`config.mk`:
```
export PLATFORM = sky130hd
export DESIGN_NAME = gridworld_env_step
export DESIGN_NICKNAME = d
export VERILOG_FILES = /design/src/rtl/q_learn_pkg.sv /design/src/rtl/lfsr8.sv /design/src/rtl/gridworld_env_step.sv
export SDC_FILE = /design/constraint.sdc
export NUM_CORES = 1
export LEC_CHECK = 0
export ABC_AREA = 1
export CAP_MARGIN = 10
export CORE_ASPECT_RATIO = 0.8
export CORE_UTILIZATION = 25
export CTS_BUF_LIST = sky130_fd_sc_hd__clkbuf_8 sky130_fd_sc_hd__clkbuf_16
export CTS_CLUSTER_SIZE = 8
export DETAILED_ROUTE_END_ITERATION = 6
export PLACE_DENSITY_LB_ADDON = 0.12
export SYNTH_ARGS = -nofsm -noshare
export SYNTH_HDL_FRONTEND = slang
export SYNTH_SLANG_ARGS = --single-unit
```
`constraint.sdc`:
```
create_clock -name clk -period 1.8 [get_ports clk]
set_input_delay 0.54 -clock clk [delete_from_list [all_inputs] [get_ports clk]]
set_output_delay 0.54 -clock clk [all_outputs]
set_load 0.01 [all_outputs]
```
`src/rtl/q_learn_pkg.sv`:
```
// Shared grid-world / Q-learning definitions: grid defaults, action and FSM enums,
// and the state-action Q-table address helper used by the environment and the learner.
package q_learn_pkg;

    localparam int unsigned ROWS       = 5;
    localparam int unsigned COLS       = 5;
    localparam int unsigned ACTIONS    = 4;
    localparam int unsigned ADDR_WIDTH = 7;
    localparam int unsigned DATA_WIDTH = 8;

    typedef enum logic [1:0] {
        ACT_UP    = 2'd0,
        ACT_DOWN  = 2'd1,
        ACT_LEFT  = 2'd2,
        ACT_RIGHT = 2'd3
    } action_e;

    typedef enum logic [2:0] {
        ST_IDLE,
        ST_RAND,
        ST_SCAN,
        ST_MOVE,
        ST_OFFER
    } state_e;

    function automatic logic [ADDR_WIDTH-1:0] sa_addr(
        input logic [2:0] row,
        input logic [2:0] col,
        input logic [1:0] action
    );
        int unsigned a;
        a = (32'(row) * COLS + 32'(col)) * ACTIONS + 32'(action);
        return a[ADDR_WIDTH-1:0];
    endfunction

endpackage

```
`src/rtl/lfsr8.sv`:
```
// 8-bit Fibonacci LFSR, polynomial x^8+x^6+x^5+x^4+1, advancing one step per enabled cycle.
module lfsr8 #(
    parameter logic [7:0] SEED = 8'hA5
) (
    input  logic       clk,
    input  logic       rst,
    input  logic       en,
    output logic [7:0] state
);

    logic [7:0] state_q, state_d;

    always_comb begin
        state_d = state_q;
        if (en) begin
            state_d = {state_q[6:0], state_q[7] ^ state_q[5] ^ state_q[4] ^ state_q[3]};
        end
    end

    always_ff @(posedge clk) begin
        if (rst) begin
            state_q <= SEED;
        end else begin
            state_q <= state_d;
        end
    end

    assign state = state_q;

endmodule

```
`src/rtl/gridworld_env_step.sv`:
```
// Grid-world environment stage: picks an action, applies wall-clamped moves and reward, offers one
// transition per step over valid/ready. Define EPSILON_GREEDY_EN to build the greedy Q-table scan.
module gridworld_env_step #(
    parameter int unsigned ROWS        = q_learn_pkg::ROWS,
    parameter int unsigned COLS        = q_learn_pkg::COLS,
    parameter int unsigned ACTIONS     = q_learn_pkg::ACTIONS,
    parameter int unsigned ADDR_WIDTH  = q_learn_pkg::ADDR_WIDTH,
    parameter int unsigned DATA_WIDTH  = q_learn_pkg::DATA_WIDTH,
    parameter int unsigned START_ROW   = 0,
    parameter int unsigned START_COL   = 0,
    parameter int unsigned GOAL_ROW    = 4,
    parameter int unsigned GOAL_COL    = 4,
    parameter logic [7:0]  GOAL_REWARD = 8'd10,
    parameter logic [7:0]  STEP_REWARD = 8'd0,
    parameter int unsigned MAX_STEPS   = 32,
    parameter logic [7:0]  EPS_THRESH  = 8'd51,
    parameter logic [7:0]  LFSR_SEED   = 8'hA5
) (
    input  logic                  clk,
    input  logic                  rst,
    input  logic                  start,
    output logic                  step_valid,
    input  logic                  step_ready,
    output logic [2:0]            row,
    output logic [2:0]            col,
    output logic [1:0]            action,
    output logic [2:0]            next_row,
    output logic [2:0]            next_col,
    output logic [7:0]            reward,
    output logic                  episode_done,
    output logic [15:0]           episode_count,
    output logic [ADDR_WIDTH-1:0] q_rd_addr,
    input  logic [DATA_WIDTH-1:0] q_rd_data
);
    import q_learn_pkg::*;

    localparam int unsigned STEP_W   = $clog2(MAX_STEPS + 1);
    localparam logic [2:0]  START_R3 = 3'(START_ROW);
    localparam logic [2:0]  START_C3 = 3'(START_COL);
    localparam logic [2:0]  GOAL_R3  = 3'(GOAL_ROW);
    localparam logic [2:0]  GOAL_C3  = 3'(GOAL_COL);
    localparam logic [2:0]  LAST_ROW = 3'(ROWS - 1);
    localparam logic [2:0]  LAST_COL = 3'(COLS - 1);

    state_e              state_q, state_d;
    logic [2:0]          row_q, row_d, col_q, col_d;
    logic [2:0]          next_row_q, next_row_d, next_col_q, next_col_d;
    action_e             action_q, action_d, act_sel_q, act_sel_d;
    logic [7:0]          reward_q, reward_d;
    logic                episode_done_q, episode_done_d;
    logic [15:0]         episode_count_q, episode_count_d;
    logic [STEP_W-1:0]   step_cnt_q, step_cnt_d, step_inc;
    logic [2:0]          mv_row, mv_col;
    logic                mv_goal, offer_goal;
    logic                lfsr_en;
    logic [7:0]          lfsr;

    lfsr8 #(.SEED(LFSR_SEED)) u_lfsr (
        .clk   (clk),
        .rst   (rst),
        .en    (lfsr_en),
        .state (lfsr)
    );

`ifdef EPSILON_GREEDY_EN
    localparam logic [2:0] SCAN_LAST = 3'(ACTIONS);
    logic [2:0]            scan_cnt_q, scan_cnt_d;
    logic [DATA_WIDTH-1:0] best_val_q, best_val_d;
    action_e               best_act_q, best_act_d;
    logic                  explore;

    // Decision uses the LFSR value present on RAND entry; the LFSR steps in the same cycle.
    assign explore = lfsr < EPS_THRESH;

    always_ff @(posedge clk) begin
        if (rst) begin
            scan_cnt_q <= '0;
            best_val_q <= '0;
            best_act_q <= ACT_UP;
        end else begin
            scan_cnt_q <= scan_cnt_d;
            best_val_q <= best_val_d;
            best_act_q <= best_act_d;
        end
    end
`else
    logic unused_cfg;
    assign unused_cfg = ^{q_rd_data, lfsr[7:2], EPS_THRESH, 32'(ACTIONS)};
`endif

    always_ff @(posedge clk) begin
        if (rst) begin
            state_q         <= ST_IDLE;
            row_q           <= START_R3;
            col_q           <= START_C3;
            next_row_q      <= START_R3;
            next_col_q      <= START_C3;
            action_q        <= ACT_UP;
            act_sel_q       <= ACT_UP;
            reward_q        <= '0;
            episode_done_q  <= 1'b0;
            episode_count_q <= '0;
            step_cnt_q      <= '0;
        end else begin
            state_q         <= state_d;
            row_q           <= row_d;
            col_q           <= col_d;
            next_row_q      <= next_row_d;
            next_col_q      <= next_col_d;
            action_q        <= action_d;
            act_sel_q       <= act_sel_d;
            reward_q        <= reward_d;
            episode_done_q  <= episode_done_d;
            episode_count_q <= episode_count_d;
            step_cnt_q      <= step_cnt_d;
        end
    end

    always_comb begin
        state_d = state_q;
        unique case (state_q)
            ST_IDLE: if (start) state_d = ST_RAND;
            ST_RAND: begin
`ifdef EPSILON_GREEDY_EN
                state_d = explore ? ST_MOVE : ST_SCAN;
`else
                state_d = ST_MOVE;
`endif
            end
`ifdef EPSILON_GREEDY_EN
            ST_SCAN: if (scan_cnt_q == SCAN_LAST) state_d = ST_MOVE;
`endif
            ST_MOVE:  state_d = ST_OFFER;
            ST_OFFER: if (step_ready) state_d = start ? ST_RAND : ST_IDLE;
            default:  state_d = ST_IDLE;
        endcase
    end

    always_comb begin
        step_valid = (state_q == ST_OFFER);
        lfsr_en    = (state_q == ST_RAND);
        q_rd_addr  = '0;
`ifdef EPSILON_GREEDY_EN
        if (state_q == ST_SCAN && scan_cnt_q < SCAN_LAST) begin
            q_rd_addr = ADDR_WIDTH'(sa_addr(row_q, col_q, scan_cnt_q[1:0]));
        end
`endif
    end

    always_comb begin
        mv_row = row_q;
        mv_col = col_q;
        unique case (act_sel_q)
            ACT_UP:    if (row_q != '0)      mv_row = row_q - 3'd1;
            ACT_DOWN:  if (row_q != LAST_ROW) mv_row = row_q + 3'd1;
            ACT_LEFT:  if (col_q != '0)      mv_col = col_q - 3'd1;
            ACT_RIGHT: if (col_q != LAST_COL) mv_col = col_q + 3'd1;
        endcase
    end

    assign mv_goal    = (mv_row == GOAL_R3) && (mv_col == GOAL_C3);
    assign offer_goal = (next_row_q == GOAL_R3) && (next_col_q == GOAL_C3);

    always_comb begin
        row_d           = row_q;
        col_d           = col_q;
        next_row_d      = next_row_q;
        next_col_d      = next_col_q;
        action_d        = action_q;
        act_sel_d       = act_sel_q;
        reward_d        = reward_q;
        episode_done_d  = 1'b0;
        episode_count_d = episode_count_q;
        step_cnt_d      = step_cnt_q;
        step_inc        = step_cnt_q + 1'b1;
`ifdef EPSILON_GREEDY_EN
        scan_cnt_d      = scan_cnt_q;
        best_val_d      = best_val_q;
        best_act_d      = best_act_q;
`endif
        unique case (state_q)
            ST_RAND: begin
                act_sel_d = action_e'(lfsr[1:0]);
`ifdef EPSILON_GREEDY_EN
                scan_cnt_d = '0;
`endif
            end
`ifdef EPSILON_GREEDY_EN
            // Data for action k arrives at scan count k+1; strict > keeps ties on the lower index.
            ST_SCAN: begin
                scan_cnt_d = scan_cnt_q + 3'd1;
                if (scan_cnt_q == 3'd1 || (scan_cnt_q != 3'd0 && q_rd_data > best_val_q)) begin
                    best_val_d = q_rd_data;
                    best_act_d = action_e'(scan_cnt_q[1:0] - 2'd1);
                end
                act_sel_d = best_act_d;
            end
`endif
            ST_MOVE: begin
                next_row_d = mv_row;
                next_col_d = mv_col;
                action_d   = act_sel_q;
                reward_d   = mv_goal ? GOAL_REWARD : STEP_REWARD;
            end
            ST_OFFER: begin
                if (step_ready) begin
                    if (offer_goal || step_inc == STEP_W'(MAX_STEPS)) begin
                        episode_done_d  = 1'b1;
                        episode_count_d = episode_count_q + 16'd1;
                        row_d           = START_R3;
                        col_d           = START_C3;
                        step_cnt_d      = '0;
                    end else begin
                        row_d      = next_row_q;
                        col_d      = next_col_q;
                        step_cnt_d = step_inc;
                    end
                end
            end
            default: ;
        endcase
    end

    assign row           = row_q;
    assign col           = col_q;
    assign action        = action_q;
    assign next_row      = next_row_q;
    assign next_col      = next_col_q;
    assign reward        = reward_q;
    assign episode_done  = episode_done_q;
    assign episode_count = episode_count_q;

endmodule

```
==> impl_results.html <==
<table>
<tr><th>Metric</th><th>Value</th></tr>
<tr><th colspan="2">Critical path</th></tr>
<tr><td>Worst-path cell chain</td><td>clkdlybuf4s50_1</td></tr>
<tr><td>Startpoint of the most critical register-to-register path</td><td>step_cnt_q[1]</td></tr>
<tr><td>Crit path largest cell delay</td><td>550 ps</td></tr>
<tr><td>Critical Path End</td><td>episode_count[1]</td></tr>
<tr><td>Endpoint class of the critical path</td><td>primary output</td></tr>
<tr><td>CP bufs+invs</td><td>1</td></tr>
<tr><td>Minimum setup slack among reg-to-reg paths</td><td>between 150 and 200 ps</td></tr>
<tr><td>Total stage count of the critical path</td><td>1</td></tr>
<tr><td>Family with the most delay on the worst path</td><td>buffers and inverters</td></tr>
<tr><td>Crit-path max FO</td><td>5</td></tr>
<tr><td>Type of the setup path with the least slack</td><td>reg -&gt; out</td></tr>
<tr><td>CP Data Arrival Time</td><td>approximately 1200 ps</td></tr>
<tr><td>Reg2Reg Capture Point</td><td>episode_count[1]</td></tr>
<tr><td>Data required time of the worst path</td><td>1260 ps</td></tr>
<tr><td>Worst Reg-to-Reg Cells</td><td>11</td></tr>
<tr><td>CP max-delay cell</td><td>sky130_fd_sc_hd__clkdlybuf4s50_1</td></tr>
<tr><td>Launching element of the worst setup path</td><td>episode_count[1]</td></tr>
<tr><td>Nature of the critical path startpoint</td><td>flip-flop</td></tr>
<tr><th colspan="2">Placed design</th></tr>
<tr><td>Count of placed standard cells including taps</td><td>602</td></tr>
<tr><td>Placer congestion estimate</td><td>approximately 0.9</td></tr>
<tr><td>Input/output buffers</td><td>37</td></tr>
<tr><td>Post-DP HPWL</td><td>5.28 mm</td></tr>
<tr><td>Post-placement worst setup slack</td><td>-6.27 ps</td></tr>
<tr><td>Cell area after placement</td><td>0.00345 mm^2</td></tr>
<tr><th colspan="2">Timing</th></tr>
<tr><td>Setup repair after global routing missed its margin</td><td>false</td></tr>
<tr><td>Final setup TNS</td><td>0 ps</td></tr>
<tr><td>Total count of max-transition violations in the final report</td><td>0</td></tr>
<tr><td>Final Cycle Share</td><td>0.973</td></tr>
<tr><td>Maximum clock frequency</td><td>between 500 and 600 MHz</td></tr>
<tr><td>Smallest setup slack after layout</td><td>~49 ps</td></tr>
<tr><td>Number of failing hold endpoints at the final stage</td><td>0</td></tr>
<tr><td>Fin crit period</td><td>about 1800 ps</td></tr>
<tr><td>Clock tree skew after final layout</td><td>4.37 ps</td></tr>
<tr><td>Worst hold slack across all endpoints</td><td>455 ps</td></tr>
<tr><td>Final setup violation count</td><td>0</td></tr>
<tr><th colspan="2">Yosys</th></tr>
<tr><td>Share of the synthesized area in the top cell type</td><td>0.358</td></tr>
<tr><td>EDFF count, synth</td><td>0</td></tr>
<tr><td>Synthesized cell area</td><td>0.00280 mm^2</td></tr>
<tr><td>Synth Instances</td><td>410</td></tr>
<tr><td>Synth area leaders</td><td>sky130_fd_sc_hd__dfxtp_1, sky130_fd_sc_hd__nand2_1, sky130_fd_sc_hd__nand3_1, sky130_fd_sc_hd__a21oi_1, sky130_fd_sc_hd__inv_1</td></tr>
<tr><td>Share of async-settable or async-resettable flops after synthesis</td><td>0</td></tr>
<tr><td>Most frequent cells after synthesis</td><td>sky130_fd_sc_hd__nand2_1, sky130_fd_sc_hd__nand3_1, sky130_fd_sc_hd__dfxtp_1</td></tr>
<tr><td>Post-synthesis sequential area ratio</td><td>0.358</td></tr>
<tr><td>Synth warnings</td><td>0</td></tr>
<tr><td>Number of flip-flops and latches in the synthesized netlist</td><td>50</td></tr>
<tr><td>Library cells used by synthesis</td><td>30</td></tr>
<tr><td>Average footprint of a synthesized cell</td><td>6.82 um^2</td></tr>
<tr><td>Predominant post-synthesis flop cell</td><td>sky130_fd_sc_hd__dfxtp_1</td></tr>
<tr><td>Most area-hungry cell type in the Yosys netlist</td><td>sky130_fd_sc_hd__dfxtp_1</td></tr>
<tr><td>Top-count cell post-synth</td><td>sky130_fd_sc_hd__nand2_1</td></tr>
<tr><th colspan="2">Floorplanning</th></tr>
<tr><td>Horizontal die dimension</td><td>120 um</td></tr>
<tr><td>Area of the core region</td><td>0.0109 mm^2</td></tr>
<tr><td>Site Rows</td><td>34</td></tr>
<tr><td>Vert. Die Dim</td><td>96.6 um</td></tr>
<tr><td>IO Count</td><td>59</td></tr>
<tr><td>Starting Density</td><td>0.257</td></tr>
<tr><td>Die area</td><td>0.0116 mm^2</td></tr>
<tr><th colspan="2">Clocking</th></tr>
<tr><td>Cts-stage hold buffer count</td><td>0</td></tr>
<tr><td>Number of buffers created by CTS</td><td>5</td></tr>
<tr><td>Clock-pin slew of the registers on the worst-case setup and hold paths</td><td>60 ps</td></tr>
<tr><td>Count of clock tree sinks</td><td>50</td></tr>
<tr><td>TritonCTS clock tree</td><td>built</td></tr>
<tr><td>CTS H-tree lvls</td><td>2</td></tr>
<tr><td>Clock root buffer</td><td>sky130_fd_sc_hd__clkbuf_16</td></tr>
<tr><td>Clock Tree Buf Depth</td><td>2</td></tr>
<tr><td>Worst-skew pair later-pin latency</td><td>290 ps</td></tr>
<tr><th colspan="2">Drt</th></tr>
<tr><td>Number of DRC markers in iteration 0</td><td>139</td></tr>
<tr><td>Average wire per standard cell</td><td>11.4 um</td></tr>
<tr><td>Number of search-and-repair iterations in the first detailed-routing pass</td><td>5</td></tr>
<tr><td>Drc violations</td><td>0</td></tr>
<tr><td>Post-detailed-route via-to-cell ratio</td><td>about 4.3</td></tr>
<tr><td>Routed via count</td><td>roughly 2600</td></tr>
<tr><td>Remaining antenna violation count</td><td>0</td></tr>
<tr><td>Wire length reported by the detailed router</td><td>6.93 mm</td></tr>
<tr><th colspan="2">Min path</th></tr>
<tr><td>Type of the most critical hold path</td><td>reg -&gt; reg</td></tr>
<tr><th colspan="2">Layout</th></tr>
<tr><td>Synthesis-to-finish area growth</td><td>31.0%</td></tr>
<tr><td>Filler cell count in the final layout</td><td>1230</td></tr>
<tr><td>Layout cells sized above 1</td><td>0.135</td></tr>
<tr><td>Diode count</td><td>0</td></tr>
<tr><td>Final Non-Filler Cells</td><td>610</td></tr>
<tr><td>Final cell utilization of the core</td><td>0.337</td></tr>
<tr><td>Post-route standard cell area excluding fillers</td><td>0.00366 mm^2</td></tr>
<tr><td>Number of nets in the final layout</td><td>485</td></tr>
<tr><th colspan="2">Global routing</th></tr>
<tr><td>Largest net degree at the start of global routing</td><td>27</td></tr>
<tr><td>Wire length of the first global-routing pass</td><td>11.8 mm</td></tr>
<tr><td>Number of global-route vias before repair</td><td>2461</td></tr>
<tr><td>Total Routing Usage GR</td><td>0.126</td></tr>
<tr><td>Number of antenna violations at the first check in global routing</td><td>0</td></tr>
<tr><td>Total congestion overflow</td><td>0</td></tr>
<tr><th colspan="2">Power and ir drop</th></tr>
<tr><td>Leakage</td><td>1.55 nW</td></tr>
<tr><td>Power per cell area</td><td>664 mW/mm^2</td></tr>
<tr><td>Worst supply voltage drop on vdd</td><td>0.417 mV</td></tr>
<tr><td>Post-layout power</td><td>between 2 and 2.5 mW</td></tr>
<tr><th colspan="2">Flow run</th></tr>
<tr><td>Max capacitance violation total</td><td>0</td></tr>
<tr><th colspan="2">Run status</th></tr>
<tr><td>Result of the run</td><td>finished clean</td></tr>
</table>
[final cells by class]
cell class	count	area, um^2	share of cell area
Multi-Input combinational cell	304	1530	0.417
Sequential cell	50	1020	0.278
Timing Repair Buffer	63	618	0.169
Tap cell	144	180	0.0492
Inverter	41	154	0.0420
Clock buffer	5	125	0.0341
Clock inverter	3	40.0	0.0109
[registers in the layout, summed over array words and instances, names as in the netlist]
signal and flops:
act_sel_q 2, action 2, col 3, episode_count 16, episode_done 1, next_col 3, next_row 3, reward 1
row 3, state_q 3, step_cnt_q 6, u_lfsr.state 7
[how the worst min path moves through the flow]
| stage | endpoint | from | slack (ps) | cells past startpoint |
|---|---|---|---|---|
| 2_1_floorplan | u_lfsr.state[2] | u_lfsr.state[2] | 430 | 2 |
| 3_3_place_gp | u_lfsr.state[6] | u_lfsr.state[6] | 440 | 2 |
| 3_5_place_dp | u_lfsr.state[6] | u_lfsr.state[6] | 450 | 2 |
| 4_1_cts | u_lfsr.state[6] | u_lfsr.state[6] | 460 | 2 |
| 5_1_grt | u_lfsr.state[6] | u_lfsr.state[6] | 490 | 2 |
| 6_report | u_lfsr.state[6] | u_lfsr.state[6] | 450 | 2 |
[logic make-up (layout without fill, tap and decap cells)]
group | after synthesis | after routing | synth area share
XOR/XNOR | 16 | 16 | 0.0501
other | 1 | 13 | 0.00134
flip-flops | 50 | 50 | 0.358
buffers and inverters | 68 | 112 | 0.117
adder cells (fa/ha/maj) | 8 | 8 | 0.0358
AO/OA/AOI/OAI | 59 | 59 | 0.109
AND/OR/NAND/NOR | 208 | 208 | 0.329
[timing repair]
| action | 4_1_cts | 5_1_grt |
|---|---|---|
| setup endpoints to repair | 16 | 16 |
| resized for setup | 16 | 10 |
| buffers inserted | 0 | 0 |
[worst min-delay path: stages, from the launching register on]
cell                      delay, ps
sky130_fd_sc_hd__dfxtp_1        300
sky130_fd_sc_hd__inv_1           60
sky130_fd_sc_hd__a21oi_1         50
[layout by cell type (no fill, tap or decap), types with 2 or more instances in the layout]
master,count
sky130_fd_sc_hd__dfxtp_1,35
sky130_fd_sc_hd__nor2_2,4
sky130_fd_sc_hd__o21ai_0,5
sky130_fd_sc_hd__a21oi_1,39
sky130_fd_sc_hd__buf_12,3
sky130_fd_sc_hd__dfxtp_2,15
sky130_fd_sc_hd__ha_1,7
sky130_fd_sc_hd__dlymetal6s2s_1,6
sky130_fd_sc_hd__nor3_1,4
sky130_fd_sc_hd__nor2_1,35
sky130_fd_sc_hd__nand2_1,100
sky130_fd_sc_hd__o21ai_1,12
sky130_fd_sc_hd__nand4_1,9
sky130_fd_sc_hd__clkbuf_16,5
sky130_fd_sc_hd__clkdlybuf4s50_1,30
sky130_fd_sc_hd__conb_1,13
sky130_fd_sc_hd__inv_2,3
sky130_fd_sc_hd__xnor2_1,8
sky130_fd_sc_hd__xor2_1,8
sky130_fd_sc_hd__nand3_1,51
sky130_fd_sc_hd__buf_4,23
sky130_fd_sc_hd__clkinv_2,2
sky130_fd_sc_hd__inv_1,37
sky130_fd_sc_hd__nand2_8,2
[power breakdown]
group          internal [mW]  switching [mW]
Clock                  0.651           0.411
Sequential              1.14          0.0289
Combinational         0.0794           0.121
Total                   1.87           0.561
[per-layer routing]
| layer | part of all wire | vias up | track usage |
|---|---|---|---|
| met4 | 0.010 | 0 | 0.0313 |
| met1 | 0.54 | 1187 | 0.186 |
| li1 | - | 1403 | - |
| met3 | 0.035 | 5 | 0.0277 |
| met5 | 0 | - | 0 |
| met2 | 0.41 | 52 | 0.182 |
(Power assumes the default switching activity.)
